==> src/rtl/pc_gen_pkg.sv <==
// Shared types for the fetch PC generator: FSM states, next-PC source codes
// and the instruction alignment mask helper.
package pc_gen_pkg;

    typedef enum logic {
        ST_RUN        = 1'b0,
        ST_FENCE_WAIT = 1'b1
    } pc_state_e;

    typedef enum logic [2:0] {
        SEL_TRAP = 3'd0,
        SEL_MISP = 3'd1,
        SEL_EX   = 3'd2,
        SEL_HOLD = 3'd3,
        SEL_RAS  = 3'd4,
        SEL_PRED = 3'd5,
        SEL_SEQ  = 3'd6
    } pc_sel_e;

    // Clears the low log2(insn_bytes) bits; callers truncate to XLEN.
    function automatic logic [63:0] insn_align_mask(input int unsigned insn_bytes);
        return ~(64'(insn_bytes) - 64'd1);
    endfunction

endpackage

==> src/rtl/pc_ras.sv <==
// Circular return-address stack. A push into a full stack overwrites the
// oldest entry; push+pop on a non-empty stack replaces the top in place.
module pc_ras
    import pc_gen_pkg::*;
#(
    parameter int XLEN      = 32,
    parameter int RAS_DEPTH = 4
) (
    input  logic            clk,
    input  logic            rst,
    input  logic            push_i,
    input  logic            pop_i,
    input  logic            clear_i,
    input  logic [XLEN-1:0] data_i,
    output logic [XLEN-1:0] top_o,
    output logic            empty_o,
    output logic            full_o
);
    localparam int PW = $clog2(RAS_DEPTH);
    localparam int CW = $clog2(RAS_DEPTH + 1);

    logic [XLEN-1:0] mem_q [RAS_DEPTH];
    logic [XLEN-1:0] mem_d [RAS_DEPTH];
    logic [PW-1:0]   ptr_q, ptr_d;
    logic [CW-1:0]   cnt_q, cnt_d;

    assign empty_o = (cnt_q == '0);
    assign full_o  = (cnt_q == CW'(RAS_DEPTH));
    assign top_o   = mem_q[ptr_q];

    always_comb begin
        mem_d = mem_q;
        ptr_d = ptr_q;
        cnt_d = cnt_q;
        if (clear_i) begin
            ptr_d = '0;
            cnt_d = '0;
        end else if (push_i && pop_i && !empty_o) begin
            mem_d[ptr_q] = data_i;
        end else if (push_i) begin
            // ptr wraps onto the oldest slot once full, so overwrite is implicit
            ptr_d        = ptr_q + PW'(1);
            mem_d[ptr_d] = data_i;
            if (!full_o) cnt_d = cnt_q + CW'(1);
        end else if (pop_i && !empty_o) begin
            ptr_d = ptr_q - PW'(1);
            cnt_d = cnt_q - CW'(1);
        end
    end

    always_ff @(posedge clk or posedge rst) begin
        if (rst) begin
            for (int i = 0; i < RAS_DEPTH; i++) mem_q[i] <= '0;
            ptr_q <= '0;
            cnt_q <= '0;
        end else begin
            mem_q <= mem_d;
            ptr_q <= ptr_d;
            cnt_q <= cnt_d;
        end
    end

endmodule

==> src/rtl/pc_gen.sv <==
// Fetch program-counter generator: prioritised redirects, fetch handshake,
// fence-wait FSM and return-address prediction.
module pc_gen
    import pc_gen_pkg::*;
#(
    parameter int              XLEN         = 32,
    parameter logic [XLEN-1:0] RESET_VECTOR = '0,
    parameter int              INSN_BYTES   = 4,
    parameter int              RAS_DEPTH    = 4
) (
    input  logic            clk,
    input  logic            rst,
    input  logic            stall,
    input  logic            fetch_ready_i,
    input  logic            trap_redirect_i,
    input  logic [XLEN-1:0] trap_target_i,
    input  logic            mispredict_i,
    input  logic [XLEN-1:0] mispredict_pc_i,
    input  logic            ex_redirect_i,
    input  logic [XLEN-1:0] ex_target_i,
    input  logic            pred_taken_i,
    input  logic [XLEN-1:0] decode_pc_i,
    input  logic [XLEN-1:0] pred_offset_i,
    input  logic            call_i,
    input  logic            ret_i,
    input  logic            fence_i,
    input  logic            fence_done_i,
    output logic [XLEN-1:0] pc_o,
    output logic            pc_valid_o,
    output logic            ras_empty_o
);
    localparam logic [XLEN-1:0] ALIGN = XLEN'(insn_align_mask(INSN_BYTES));
    localparam logic [XLEN-1:0] STEP  = XLEN'(INSN_BYTES);

    pc_state_e       state_q, state_d;
    logic [XLEN-1:0] pc_q, pc_d;
    pc_sel_e         sel;
    logic            advance, redirect;
    logic            ras_push, ras_pop, ras_clear, ras_full;
    logic [XLEN-1:0] ras_top;

    assign pc_o       = pc_q;
    assign pc_valid_o = (state_q == ST_RUN);
    assign advance    = pc_valid_o & fetch_ready_i & ~stall;
    assign redirect   = trap_redirect_i | mispredict_i | ex_redirect_i;

    always_comb begin
        state_d = state_q;
        sel     = SEL_HOLD;
        if (trap_redirect_i) begin
            sel     = SEL_TRAP;
            state_d = ST_RUN;
        end else if (mispredict_i) begin
            sel     = SEL_MISP;
            state_d = ST_RUN;
        end else if (ex_redirect_i) begin
            sel     = SEL_EX;
            state_d = ST_RUN;
        end else if (state_q == ST_FENCE_WAIT) begin
            if (fence_done_i) state_d = ST_RUN;
        end else if (!advance) begin
            sel = SEL_HOLD;
        end else if (fence_i) begin
            // fence_done_i is not sampled here, so a same-cycle done is ignored
            state_d = ST_FENCE_WAIT;
        end else if (ret_i && !ras_empty_o) begin
            sel = SEL_RAS;
        end else if (pred_taken_i) begin
            sel = SEL_PRED;
        end else begin
            sel = SEL_SEQ;
        end
    end

    always_comb begin
        pc_d = pc_q;
        unique case (sel)
            SEL_TRAP: pc_d = trap_target_i & ALIGN;
            SEL_MISP: pc_d = mispredict_pc_i & ALIGN;
            SEL_EX:   pc_d = ex_target_i & ALIGN;
            SEL_RAS:  pc_d = ras_top & ALIGN;
            SEL_PRED: pc_d = (decode_pc_i + pred_offset_i) & ALIGN;
            SEL_SEQ:  pc_d = pc_q + STEP;
            default:  pc_d = pc_q;
        endcase
    end

    assign ras_clear = trap_redirect_i | mispredict_i;
    assign ras_push  = advance & ~redirect & pred_taken_i & call_i;
    assign ras_pop   = advance & ~redirect & ret_i;

    pc_ras #(
        .XLEN      (XLEN),
        .RAS_DEPTH (RAS_DEPTH)
    ) u_ras (
        .clk     (clk),
        .rst     (rst),
        .push_i  (ras_push),
        .pop_i   (ras_pop),
        .clear_i (ras_clear),
        .data_i  (decode_pc_i + STEP),
        .top_o   (ras_top),
        .empty_o (ras_empty_o),
        .full_o  (ras_full)
    );

    always_ff @(posedge clk or posedge rst) begin
        if (rst) begin
            pc_q    <= RESET_VECTOR;
            state_q <= ST_RUN;
        end else begin
            pc_q    <= pc_d;
            state_q <= state_d;
        end
    end

endmodule
==> config.mk <==
export PLATFORM = sky130hd
export DESIGN_NAME = pc_gen
export DESIGN_NICKNAME = d
export VERILOG_FILES = /design/src/rtl/pc_gen_pkg.sv /design/src/rtl/pc_ras.sv /design/src/rtl/pc_gen.sv
export SDC_FILE = /design/constraint.sdc
export NUM_CORES = 1
export LEC_CHECK = 0
export ABC_AREA = 1
export ABC_CLOCK_PERIOD_IN_PS = 17100
export CORE_MARGIN = 2
export CORE_UTILIZATION = 59
export DETAILED_ROUTE_END_ITERATION = 16
export PLACE_DENSITY_LB_ADDON = 0.12
export SYNTH_ARGS = -nofsm -noshare
export SYNTH_HDL_FRONTEND = slang
export SYNTH_SLANG_ARGS = --single-unit
==> constraint.sdc <==
create_clock -name clk -period 17.1 [get_ports clk]
set_clock_uncertainty 0.1 [all_clocks]
set_input_delay 3.42 -clock clk [delete_from_list [all_inputs] [get_ports clk]]
set_output_delay 3.42 -clock clk [all_outputs]
set_load 0.05 [all_outputs]
==> Implementation_results.wiki <==
{| class="wikitable"
! Metric !! Value
|-
| Static leakage || approximately 7.5 nW
|-
| YS warnings || 0
|-
| Critical Path Max Stage Delay || 0.83 ns
|-
| Root Buffer Master || clkbuf_16
|-
| Post-route minimum period || between 6 and 7 ns
|-
| Worst path cell trace || clkdlybuf4s50_1 -> inv_1 -> nand3_1 -> inv_1 -> nand2_1 -> nand2_2 -> nand3_2 -> nand3_2 -> inv_1 -> nand2_1 -> nand3_1 -> nand2_1 -> nand2_1
|-
| Remaining antenna violation count || 0
|-
| Synth area leaders || dfrtp_1, nand2_1, o21ai_0
|-
| Site Rows || 52
|-
| Status || finished clean
|-
| Number of setup violations in the final report || 0
|-
| Worst setup slack for register-to-register paths || approximately 13 ns
|-
| Number of clock buffers inserted by TritonCTS || 17
|-
| Die area || around 22000 um2
|-
| Cells resized by post-CTS repair || 0
|-
| Total grt overflow || 0
|-
| Worst-margin pin slew || about 1.1 ns
|-
| Quantity of I/O buffers inserted on ports || 197
|-
| Most frequent cell on the critical path || nand2_1
|-
| IO Pins || 206
|-
| Fraction of the yosys area taken by sequential cells || 31.87%
|-
| Worst Path Buf+Inv || 4
|-
| RSZ-0062 raised after global routing || no
|-
| TritonCTS sink count || approximately 160
|-
| Top cell type's share of synthesized area || roughly a third
|-
| Detailed-placement wirelength estimate || roughly 32000 um
|-
| First-pass GRT wire length || 67080 um
|-
| CTS Hold Buffers Added || 0
|-
| Placeable core region || approximately 20000 um2
|-
| Number of antenna violations at the first check in global routing || 2
|-
| Final-layout setup total negative slack || 0 ns
|-
| Horizontal die dimension || ~150 um
|-
| # DRC || 0
|-
| Final number of hold-violating endpoints || 0
|-
| Worst Path Max Fanout || 53
|-
| Period utilisation layout || a little under two fifths
|-
| GPL Wtd Cong || ~1
|-
| Leading cell type in the layout, fill and taps excluded || nand2_1
|-
| Routed wire length || between 40000 and 50000 um
|-
| Clock tree from TritonCTS || yes
|-
| Number of nets at the end of the flow || ~2300
|-
| Area growth from synthesis to layout || 22.27%
|-
| Clock insertion delay at the later pin of the skew report || between 0.4 and 0.5 ns
|-
| Worst-path clk slew || around 0.080 ns
|-
| Min-Delay Startpoint || u_ras.mem_q[117]
|-
| Count of different cell masters after synthesis || 44
|-
| Detailed-route wire length per cell || between 15 and 20 um
|-
| Pin count of the biggest net entering global routing || 84
|-
| CTS max path bufs || 2
|-
| Minimum setup slack in the final design || ~11 ns
|-
| Cell at the slowest stage of the critical path || nand3_2
|-
| Headroom to the max-slew limit || about 28%
|-
| Number of global-route vias before repair || 12871
|-
| Effective utilization at floorplan || 60.34%
|-
| Family with the most delay on the worst path || simple AND/OR/NAND/NOR gates
|-
| Post-synthesis area per instance || 6.285 um2
|-
| Most frequent cells in the layout || nand2_1, inv_1, nor2_1
|-
| Maximum ir drop on the vdd rail || 0.00006026 V
|-
| Cell accounting for the most synthesized area || dfrtp_1
|-
| Category of the worst setup path launch point || input pin
|-
| Worst Path Required || about 17 ns
|-
| Syn Std Cell Area || 12250 um2
|-
| Cell count after synthesis || between 1500 and 2000
|-
| Synthesized flop and latch total || 156
|-
| Final slew viol count || 0
|-
| Critical path class || input pin to register
|-
| Number of standard cells in the final layout excluding fillers || 2397
|-
| R2R Path Start || u_ras.ptr_q[0]
|-
| Cells on worst reg2reg path || 11
|-
| Die Span Y || 148.1 um
|-
| Post-CTS setup-driven buffer insertion count || 0
|-
| Data arrival time at the worst-slack endpoint || 6.63 ns
|-
| Minimum setup slack after placement || 10.40 ns
|-
| Endpoint of the lowest-slack register-to-register path || u_ras.mem_q[27]
|-
| Cells on Worst Hold Path || 2
|-
| Vias after detailed routing || between 10000 and 15000
|-
| Total chip power || around 1.1 mW
|-
| Type of element capturing the critical path || register
|-
| Max-cap viol count || 0
|-
| Post-Place Cells || 2363
|-
| Total global-route track usage || 39.52%
|-
| Iteration-0 DRC count of the detailed router || 1612
|-
| Share of final-layout standard cells stronger than drive strength 1 || under 10%
|-
| Path type of the worst min-delay path || register to register
|-
| Power density over the cells || ~72 nW/um2
|-
| Detailed-route vias per instance || 5.809
|-
| Worst Hold Path EP || u_ras.mem_q[117]
|-
| Max Clock Freq || ~0.16 GHz
|-
| Total iterations of the first detailed-routing run || 7
|-
| Number of H-tree branching levels || 4
|}
[Yosys cell counts, drive strengths merged]
library cell  instances
nor2                231
nand2               644
clkinv                2
nand4                37
dfrtp               156
o21ai               186
buf                  27
or2                   6
and2                  3
nand3               144
clkbuf               38
a21o                  4
and3                  1
a41o                  1
o32ai                 1
xnor2                13
a31o                  1
o21bai                6
mux2i                 8
conb                  1
xor2                 33
a32o                  3
ha                   36
inv                 246
nor4                  3
o31ai                 1
a21boi                1
fa                    1
nand3b               17
o21a                 10
o22ai                17
a21oi                49
nor3                 22
[per-stage QoR]
step	utilization (%)	cell area, um2	hold WS (ns)
floorplan	-	12250	0.3439
global placement	70.80	14370	0.3577
detailed placement	70.80	14370	0.3603
CTS	73.75	14970	0.3810
global route	73.75	14970	0.3954
finish	73.78	14980	0.3809
[cell families after synthesis]
group	after synthesis	synth area share, %
AO/OA/AOI/OAI	280	12.35
XOR/XNOR	46	3.289
adder cells (fa/ha/maj)	37	3.841
buffers and inverters	313	10.01
flip-flops	156	31.87
multiplexers	8	0.6538
other	1	0.03061
AND/OR/NAND/NOR	1108	37.96
[registers in the layout, summed over array words and instances (netlist names)]
name	cells
u_ras.ptr_q	2
u_ras.mem_q	120
state_q	1
pc_o	30
u_ras.cnt_q	3
[final cells by class]
cell class	count	area, um2
timing repair buffer	208	2054
clock buffer	17	425.4
antenna	2	5.005
inverter	248	935.9
sequential	156	3904
tap	270	337.8
fill	1733	5323
multi-input combinational	1481	7141
clock inverter	15	173.9
[layer usage]
layer	global-route usage [%]	wire length, um
met1	50.89	16860
met2	61.71	19240
met3	9.816	4844
met4	21.00	2501
met5	0	0
[tightest hold or removal path: cells and delay by family, from the launching register on]
family           cells  cell delay [ns]
and+or+nand+nor      2             0.11
DFF                  1             0.34
[worst max-delay path by stage]
stage,end,slack [ns],startpoint,depth (start not counted)
after floorplan,pc_o[10],9.37,rst,1
after detailed placement,pc_o[31],10.40,fence_i,13
after CTS,pc_o[31],10.83,fence_i,13
after global routing,pc_o[31],10.61,fence_i,13
after global placement,pc_o[31],10.49,fence_i,13
final,pc_o[31],10.75,fence_i,13
[where the power goes]
part           leakage, nW  internal, mW  switching, mW
registers             2.03         0.389         0.0229
logic                 5.16         0.104          0.176
clock network        0.290         0.197          0.189
(Power assumes the default switching activity.)
